$ cat config.mk
export PLATFORM = sky130hd
export DESIGN_NAME = multdiv_divider_flat
export DESIGN_NICKNAME = d
export VERILOG_FILES = /design/src/rtl/multdiv_divider_if.sv /design/src/rtl/multdiv_divider.sv /design/src/flat_wrapper.sv
export SDC_FILE = /design/constraint.sdc
export NUM_CORES = 1
export LEC_CHECK = 0
export CORE_MARGIN = 1
export CORE_UTILIZATION = 55
export DETAILED_ROUTE_END_ITERATION = 6
export PLACE_DENSITY = 0.78
export RECOVER_POWER = 50
export SLEW_MARGIN = 15
export SYNTH_ARGS = -nofsm -noshare
export SYNTH_HDL_FRONTEND = slang
export SYNTH_SLANG_ARGS = --single-unit
$ cat constraint.sdc
create_clock -name clock -period 4.1 [get_ports clock]
set_input_delay 0.41 -clock clock [delete_from_list [all_inputs] [get_ports clock]]
set_output_delay 0.41 -clock clock [all_outputs]
set_load 0.01 [all_outputs]
$ cat src/rtl/multdiv_divider_if.sv
// rtl/multdiv_divider_if.sv - issue/result bundle shared by the MultDiv divider and its requester
interface multdiv_divider_if #(
  parameter int WIDTH = 32
);
  logic [WIDTH-1:0] data_operandA;
  logic [WIDTH-1:0] data_operandB;
  logic             ctrl_DIV;
  logic [WIDTH-1:0] data_result;
  logic             data_exception;
  logic             data_resultRDY;

  modport master (
    output data_operandA, data_operandB, ctrl_DIV,
    input  data_result, data_exception, data_resultRDY
  );

  modport slave (
    input  data_operandA, data_operandB, ctrl_DIV,
    output data_result, data_exception, data_resultRDY
  );
endinterface

$ cat src/rtl/multdiv_divider.sv
// rtl/multdiv_divider.sv - sequential signed restoring divider, one quotient bit per clock
// Trial subtraction runs on a chain of 8-bit carry-lookahead slices.
module multdiv_divider_cla8 (
  input  logic [7:0] a,
  input  logic [7:0] b,
  input  logic       cin,
  output logic [7:0] sum,
  output logic       cout
);
  logic [7:0] g;
  logic [7:0] p;
  logic [8:0] c;

  assign g = a & b;
  assign p = a ^ b;

  // Each carry is a flat sum of generate terms gated by the propagate run above them.
  always_comb begin
    logic ci;
    logic pp;
    c    = '0;
    ci   = 1'b0;
    pp   = 1'b0;
    c[0] = cin;
    for (int i = 0; i < 8; i++) begin
      ci = g[i];
      pp = p[i];
      for (int j = i - 1; j >= 0; j--) begin
        ci = ci | (pp & g[j]);
        pp = pp & p[j];
      end
      c[i+1] = ci | (pp & cin);
    end
  end

  assign sum  = p ^ c[7:0];
  assign cout = c[8];
endmodule

module multdiv_divider #(
  parameter int WIDTH = 32
) (
  input  logic               clock,
  input  logic               reset,
  multdiv_divider_if.slave   bus
);
  localparam int CW = $clog2(WIDTH);
  localparam int NS = WIDTH / 8;
  localparam logic [CW-1:0] CNT_LAST = CW'(WIDTH - 1);

  typedef enum logic [1:0] {
    S_IDLE,
    S_RUN,
    S_FIX
  } state_t;

  state_t           state_q, state_d;
  logic [CW-1:0]    cnt_q, cnt_d;
  logic [WIDTH-1:0] q_q, q_d;
  logic [WIDTH-1:0] d_q, d_d;
  logic [WIDTH-1:0] r_q, r_d;
  logic             sign_q, sign_d;
  logic             div0_q, div0_d;
  logic [WIDTH-1:0] result_q, result_d;
  logic             exc_q, exc_d;
  logic             rdy_q, rdy_d;

  logic [WIDTH-1:0] abs_a;
  logic [WIDTH-1:0] abs_b;
  logic             b_zero;
  logic [WIDTH-1:0] trial;
  logic [WIDTH-1:0] diff;
  logic [NS:0]      slice_c;
  logic             no_borrow;
  logic             unused_r_msb;

  // Magnitudes are kept unsigned, so negating the most negative value is exact.
  assign abs_a  = bus.data_operandA[WIDTH-1] ? (~bus.data_operandA + 1'b1) : bus.data_operandA;
  assign abs_b  = bus.data_operandB[WIDTH-1] ? (~bus.data_operandB + 1'b1) : bus.data_operandB;
  assign b_zero = (bus.data_operandB == '0);

  assign trial        = {r_q[WIDTH-2:0], q_q[WIDTH-1]};
  assign unused_r_msb = r_q[WIDTH-1];

  // trial + ~D + 1 across the slice chain; carry out of the top slice means no borrow.
  assign slice_c[0] = 1'b1;
  for (genvar s = 0; s < NS; s++) begin : g_cla
    multdiv_divider_cla8 u_cla8 (
      .a   (trial[8*s +: 8]),
      .b   (~d_q[8*s +: 8]),
      .cin (slice_c[s]),
      .sum (diff[8*s +: 8]),
      .cout(slice_c[s+1])
    );
  end
  assign no_borrow = slice_c[NS];

  always_comb begin
    state_d  = state_q;
    cnt_d    = cnt_q;
    q_d      = q_q;
    d_d      = d_q;
    r_d      = r_q;
    sign_d   = sign_q;
    div0_d   = div0_q;
    result_d = result_q;
    exc_d    = exc_q;
    rdy_d    = 1'b0;

    // A start pulse always wins: it aborts whatever is in flight without a ready pulse.
    if (bus.ctrl_DIV) begin
      q_d     = abs_a;
      d_d     = abs_b;
      r_d     = '0;
      cnt_d   = '0;
      sign_d  = bus.data_operandA[WIDTH-1] ^ bus.data_operandB[WIDTH-1];
      div0_d  = b_zero;
      state_d = b_zero ? S_FIX : S_RUN;
    end else begin
      case (state_q)
        S_IDLE: begin
          state_d = S_IDLE;
        end
        S_RUN: begin
          cnt_d = cnt_q + 1'b1;
          if (no_borrow) begin
            r_d = diff;
            q_d = {q_q[WIDTH-2:0], 1'b1};
          end else begin
            r_d = trial;
            q_d = {q_q[WIDTH-2:0], 1'b0};
          end
          if (cnt_q == CNT_LAST) begin
            state_d = S_FIX;
          end
        end
        S_FIX: begin
          if (div0_q) begin
            result_d = '0;
            exc_d    = 1'b1;
          end else begin
            result_d = sign_q ? (~q_q + 1'b1) : q_q;
            exc_d    = 1'b0;
          end
          rdy_d   = 1'b1;
          state_d = S_IDLE;
        end
        default: begin
          state_d = S_IDLE;
        end
      endcase
    end
  end

  always_ff @(posedge clock or negedge reset) begin
    if (!reset) begin
      state_q  <= S_IDLE;
      cnt_q    <= '0;
      q_q      <= '0;
      d_q      <= '0;
      r_q      <= '0;
      sign_q   <= 1'b0;
      div0_q   <= 1'b0;
      result_q <= '0;
      exc_q    <= 1'b0;
      rdy_q    <= 1'b0;
    end else begin
      state_q  <= state_d;
      cnt_q    <= cnt_d;
      q_q      <= q_d;
      d_q      <= d_d;
      r_q      <= r_d;
      sign_q   <= sign_d;
      div0_q   <= div0_d;
      result_q <= result_d;
      exc_q    <= exc_d;
      rdy_q    <= rdy_d;
    end
  end

  assign bus.data_result    = result_q;
  assign bus.data_exception = exc_q;
  assign bus.data_resultRDY = rdy_q;
endmodule

$ cat src/flat_wrapper.sv
// flat-port wrapper written by rule: the top's interface ports become plain ports
module multdiv_divider_flat 
#(
  parameter int WIDTH = 32
)
  (clock, reset, bus_data_operandA, bus_data_operandB, bus_ctrl_DIV, bus_data_result, bus_data_exception, bus_data_resultRDY);
  multdiv_divider_if #(.WIDTH(WIDTH)) bus_i ();
  input  logic clock;
  input  logic reset;
  input wire logic [$bits(bus_i.data_operandA)-1:0] bus_data_operandA;
  input wire logic [$bits(bus_i.data_operandB)-1:0] bus_data_operandB;
  input wire logic [$bits(bus_i.ctrl_DIV)-1:0] bus_ctrl_DIV;
  output wire logic [$bits(bus_i.data_result)-1:0] bus_data_result;
  output wire logic [$bits(bus_i.data_exception)-1:0] bus_data_exception;
  output wire logic [$bits(bus_i.data_resultRDY)-1:0] bus_data_resultRDY;
  assign bus_i.data_operandA = bus_data_operandA;
  assign bus_i.data_operandB = bus_data_operandB;
  assign bus_i.ctrl_DIV = bus_ctrl_DIV;
  assign bus_data_result = bus_i.data_result;
  assign bus_data_exception = bus_i.data_exception;
  assign bus_data_resultRDY = bus_i.data_resultRDY;
  multdiv_divider #(.WIDTH(WIDTH)) u_core (.clock(clock), .reset(reset), .bus(bus_i));
endmodule
==> flow_metrics.tcl <==
set metrics [dict create \
    antennaDiodeCount 0 \
    slew-limit-headroom_pct -119 \
    slew_viol_final 208 \
    syn-num-nets 1109 \
    wl_um 19700 \
    synth_cell_types 58 \
    fp.dieW_um 130 \
    ys_top_cells_by_area "dfrtp_1, xnor2_1, ha_1, xor2_1, o21ai_0" \
    leakagePower_nw 4.80 \
    dp_cells 1275 \
    overflow 0 \
    power.density_nw_per_um2 406 \
    tns_ns 0 \
    antenna_left 0 \
    nets 1186 \
    synth_top_area_share_pct 38.4 \
    htree_levels 4 \
    fillers 1315 \
    period_share_pct 85.1 \
    route.detailed.drc 0 \
    seq_area_frac_synth_pct 38.4 \
    startpoint_type "input port" \
    first_pass_iters 7 \
    vias 7520 \
    wl_per_cell_um 15.0 \
    grt_setup_unrepaired "no" \
    grt_max_degree 76 \
    synth_warnings 0 \
    cts.sinks 138 \
    synth_top_cell_by_area "dfrtp_1" \
    cts_tree "done" \
    cts_setup_buffers 0 \
    drv_cap 4 \
    cts_resized 0 \
    insertion_delay_ns 0.42 \
    die_h_um 130 \
    fmax_mhz 286 \
    core.rowCount 46 \
    cts_hold_buf 0 \
    gp_routability_congestion 0.843 \
    ys_seq_elements 138 \
    first_global_vias 7046 \
    cts-root-buf "clkbuf_16" \
    cts_buffer_depth 2 \
    end_kind "flip-flop" \
    clkTransAtPathRegs_ns 0.06 \
    hpwl_um 13700 \
    synth-main-ff-cell "dfrtp_1" \
    ir_drop_v 0.000273 \
    start_util_pct 56.5 \
    cts_made_buffers 17 \
    io_pins 101 \
    avgSynthCellArea_um2 8.99 \
    grt_antenna_before_repair 0 \
    cp.arrival_ns 3.69 \
    violations "max-capacitance violations, max-slew violations" \
    die_area_um2 16900 \
    worstSetupPathType "input port to flip-flop" \
    drive_gt1_share_pct 6.05 \
    crit_fanout 4 \
    power_mw 4.38 \
    reg2reg_slack_ns 0.63 \
    grt_pass1_wl_um 33000 \
    required_ns 4.30 \
    finalHoldViolCount 0 \
    area_growth_pct 20.0 \
    multi_input_area_um2 5150 \
    status "finished with violations" \
    async_flop_share_pct 100 \
    core_um2 15900 \
    final_cell_count_no_fill 1307 \
    drtIter0Drc 439 \
    via_per_inst 5.75 \
    period_minus_slack_ns 3.49 \
    setup_viol 0 \
    track_usage_pct 24.7 \
    syn-cell-area_um2 9000 \
    syn_inst 1001 \
    fin_skew_ns 0.00795 \
    synth_edf_count 0 \
    hold_path_class "flip-flop to flip-flop" \
    worst_pin_slew_ns 3.28 \
    seq_area_um2 3450 \
    portBuffers 100 \
]
-- where the power goes --
part | switching, mW | internal, mW | total [mW] | leakage, nW
sequential | 0.147 | 1.49 | 1.64 | 1.74
combinational | 0.595 | 0.533 | 1.13 | 2.76
clock | 0.590 | 1.02 | 1.61 | 0.295
-- kinds of logic (layout without fill, tap and decap cells) --
| logic type | Yosys count | in the layout | share of synthesized area [%] |
|---|---|---|---|
| adder cells (fa/ha/maj) | 41 | 41 | 5.95 |
| multiplexers | 42 | 42 | 4.69 |
| XOR/XNOR | 114 | 114 | 11.1 |
| flip-flops | 138 | 138 | 38.4 |
| AO/OA/AOI/OAI | 296 | 296 | 21.0 |
| buffers and inverters | 109 | 199 | 4.56 |
| AND/OR/NAND/NOR | 261 | 261 | 14.3 |
-- state kept, by name, summed over array words and instances, names as in the netlist --
signal	count
u_core.bus.data_exception	1
u_core.bus.data_result	32
u_core.bus.data_resultRDY	1
u_core.cnt_q	5
u_core.d_q	32
u_core.div0_q	1
u_core.q_q	32
u_core.r_q	31
u_core.sign_q	1
u_core.state_q	2
-- Yosys cell counts (2+ instances only) --
master	n
fa_1	3
xor2_1	49
o22ai_1	3
dfrtp_1	138
nand3b_1	3
or2_2	8
mux2i_1	41
nor2b_1	4
clkbuf_1	42
or4_1	11
or3_1	12
inv_1	56
o41ai_1	12
a221oi_1	3
o31a_1	4
a211oi_1	9
nand4_1	6
o21ai_0	84
a22o_1	30
a31oi_1	11
nor3_1	10
or3_2	3
xnor2_1	65
nand3_1	6
o21bai_1	3
nor2_1	60
a21o_1	8
nor4_1	8
or4_4	4
and3_1	18
a21boi_0	3
buf_1	10
nand2b_1	10
o32ai_1	4
ha_1	38
nand2_1	92
a21oi_1	82
o311ai_0	2
o21a_1	5
o31ai_1	23
-- layout by cell type, fill, tap and decap left out, types with 10 or more instances in the layout --
cell type / count
a21oi_1: 82
a22o_1: 30
a31oi_1: 11
and3_1: 18
clkbuf_16: 17
clkdlybuf4s50_1: 91
dfrtp_1: 138
ha_1: 38
inv_1: 56
mux2i_1: 41
nand2_1: 92
nand2b_1: 10
nor2_1: 59
nor3_1: 10
o21ai_0: 84
o31ai_1: 23
o41ai_1: 12
or3_1: 12
or4_1: 11
xnor2_1: 65
xor2_1: 49
-- per-stage QoR --
stage	worst slack (ns)	hold WS [ns]	area, um^2	util [%]
finish	0.609	0.496	10800	67.7
CTS	0.624	0.0304	10800	67.9
global placement	0.264	0.474	10200	64.0
floorplan	0.900	0.114	9000	-
detailed placement	0.199	0.475	10200	64.0
global route	0.315	0.511	10800	67.7
-- area by class of cell --
| class | instances | area share, % |
|---|---|---|
| Inverter | 56 | 1.95 |
| Sequential cell | 138 | 32.0 |
| Timing Repair Buffer | 111 | 10.1 |
| Multi-Input combinational cell | 754 | 47.7 |
| Tap cell | 216 | 2.50 |
| Clock buffer | 22 | 4.48 |
| Clock inverter | 10 | 1.29 |
-- critical path: stages --
cell,delay (ns)
clkdlybuf4s50_1,0.45
or3_4,0.43
or4_4,0.44
or4_4,0.55
or4_4,0.46
or4_4,0.45
o41ai_2,0.24
xor2_1,0.18
a21oi_1,0.08
-- routing by layer --
| layer | GRT usage [%] | wire, um | vias to the layer above |
|---|---|---|---|
| met5 | 0 | 0 | - |
| met1 | 32.8 | 9190 | 3560 |
| met4 | 7.93 | 246 | 0 |
| met2 | 41.4 | 9320 | 200 |
| li1 | - | - | 3732 |
| met3 | 3.61 | 907 | 28 |
-- worst paths after layout --
kind                                            startpoint                         end  cells after the start
worst max-delay path                  bus_data_operandA[8]              u_core.q_q[29]                      9
worst min-delay path            u_core.bus.data_result[23]  u_core.bus.data_result[23]                      1
worst max register to register              u_core.q_q[31]              u_core.r_q[19]                     11
worst min register to register  u_core.bus.data_result[23]  u_core.bus.data_result[23]                      1
max in group asynchronous                            reset              u_core.d_q[20]                      1
min in group asynchronous                            reset  u_core.bus.data_result[25]                      1
Power figures use the tool's default switching activity.
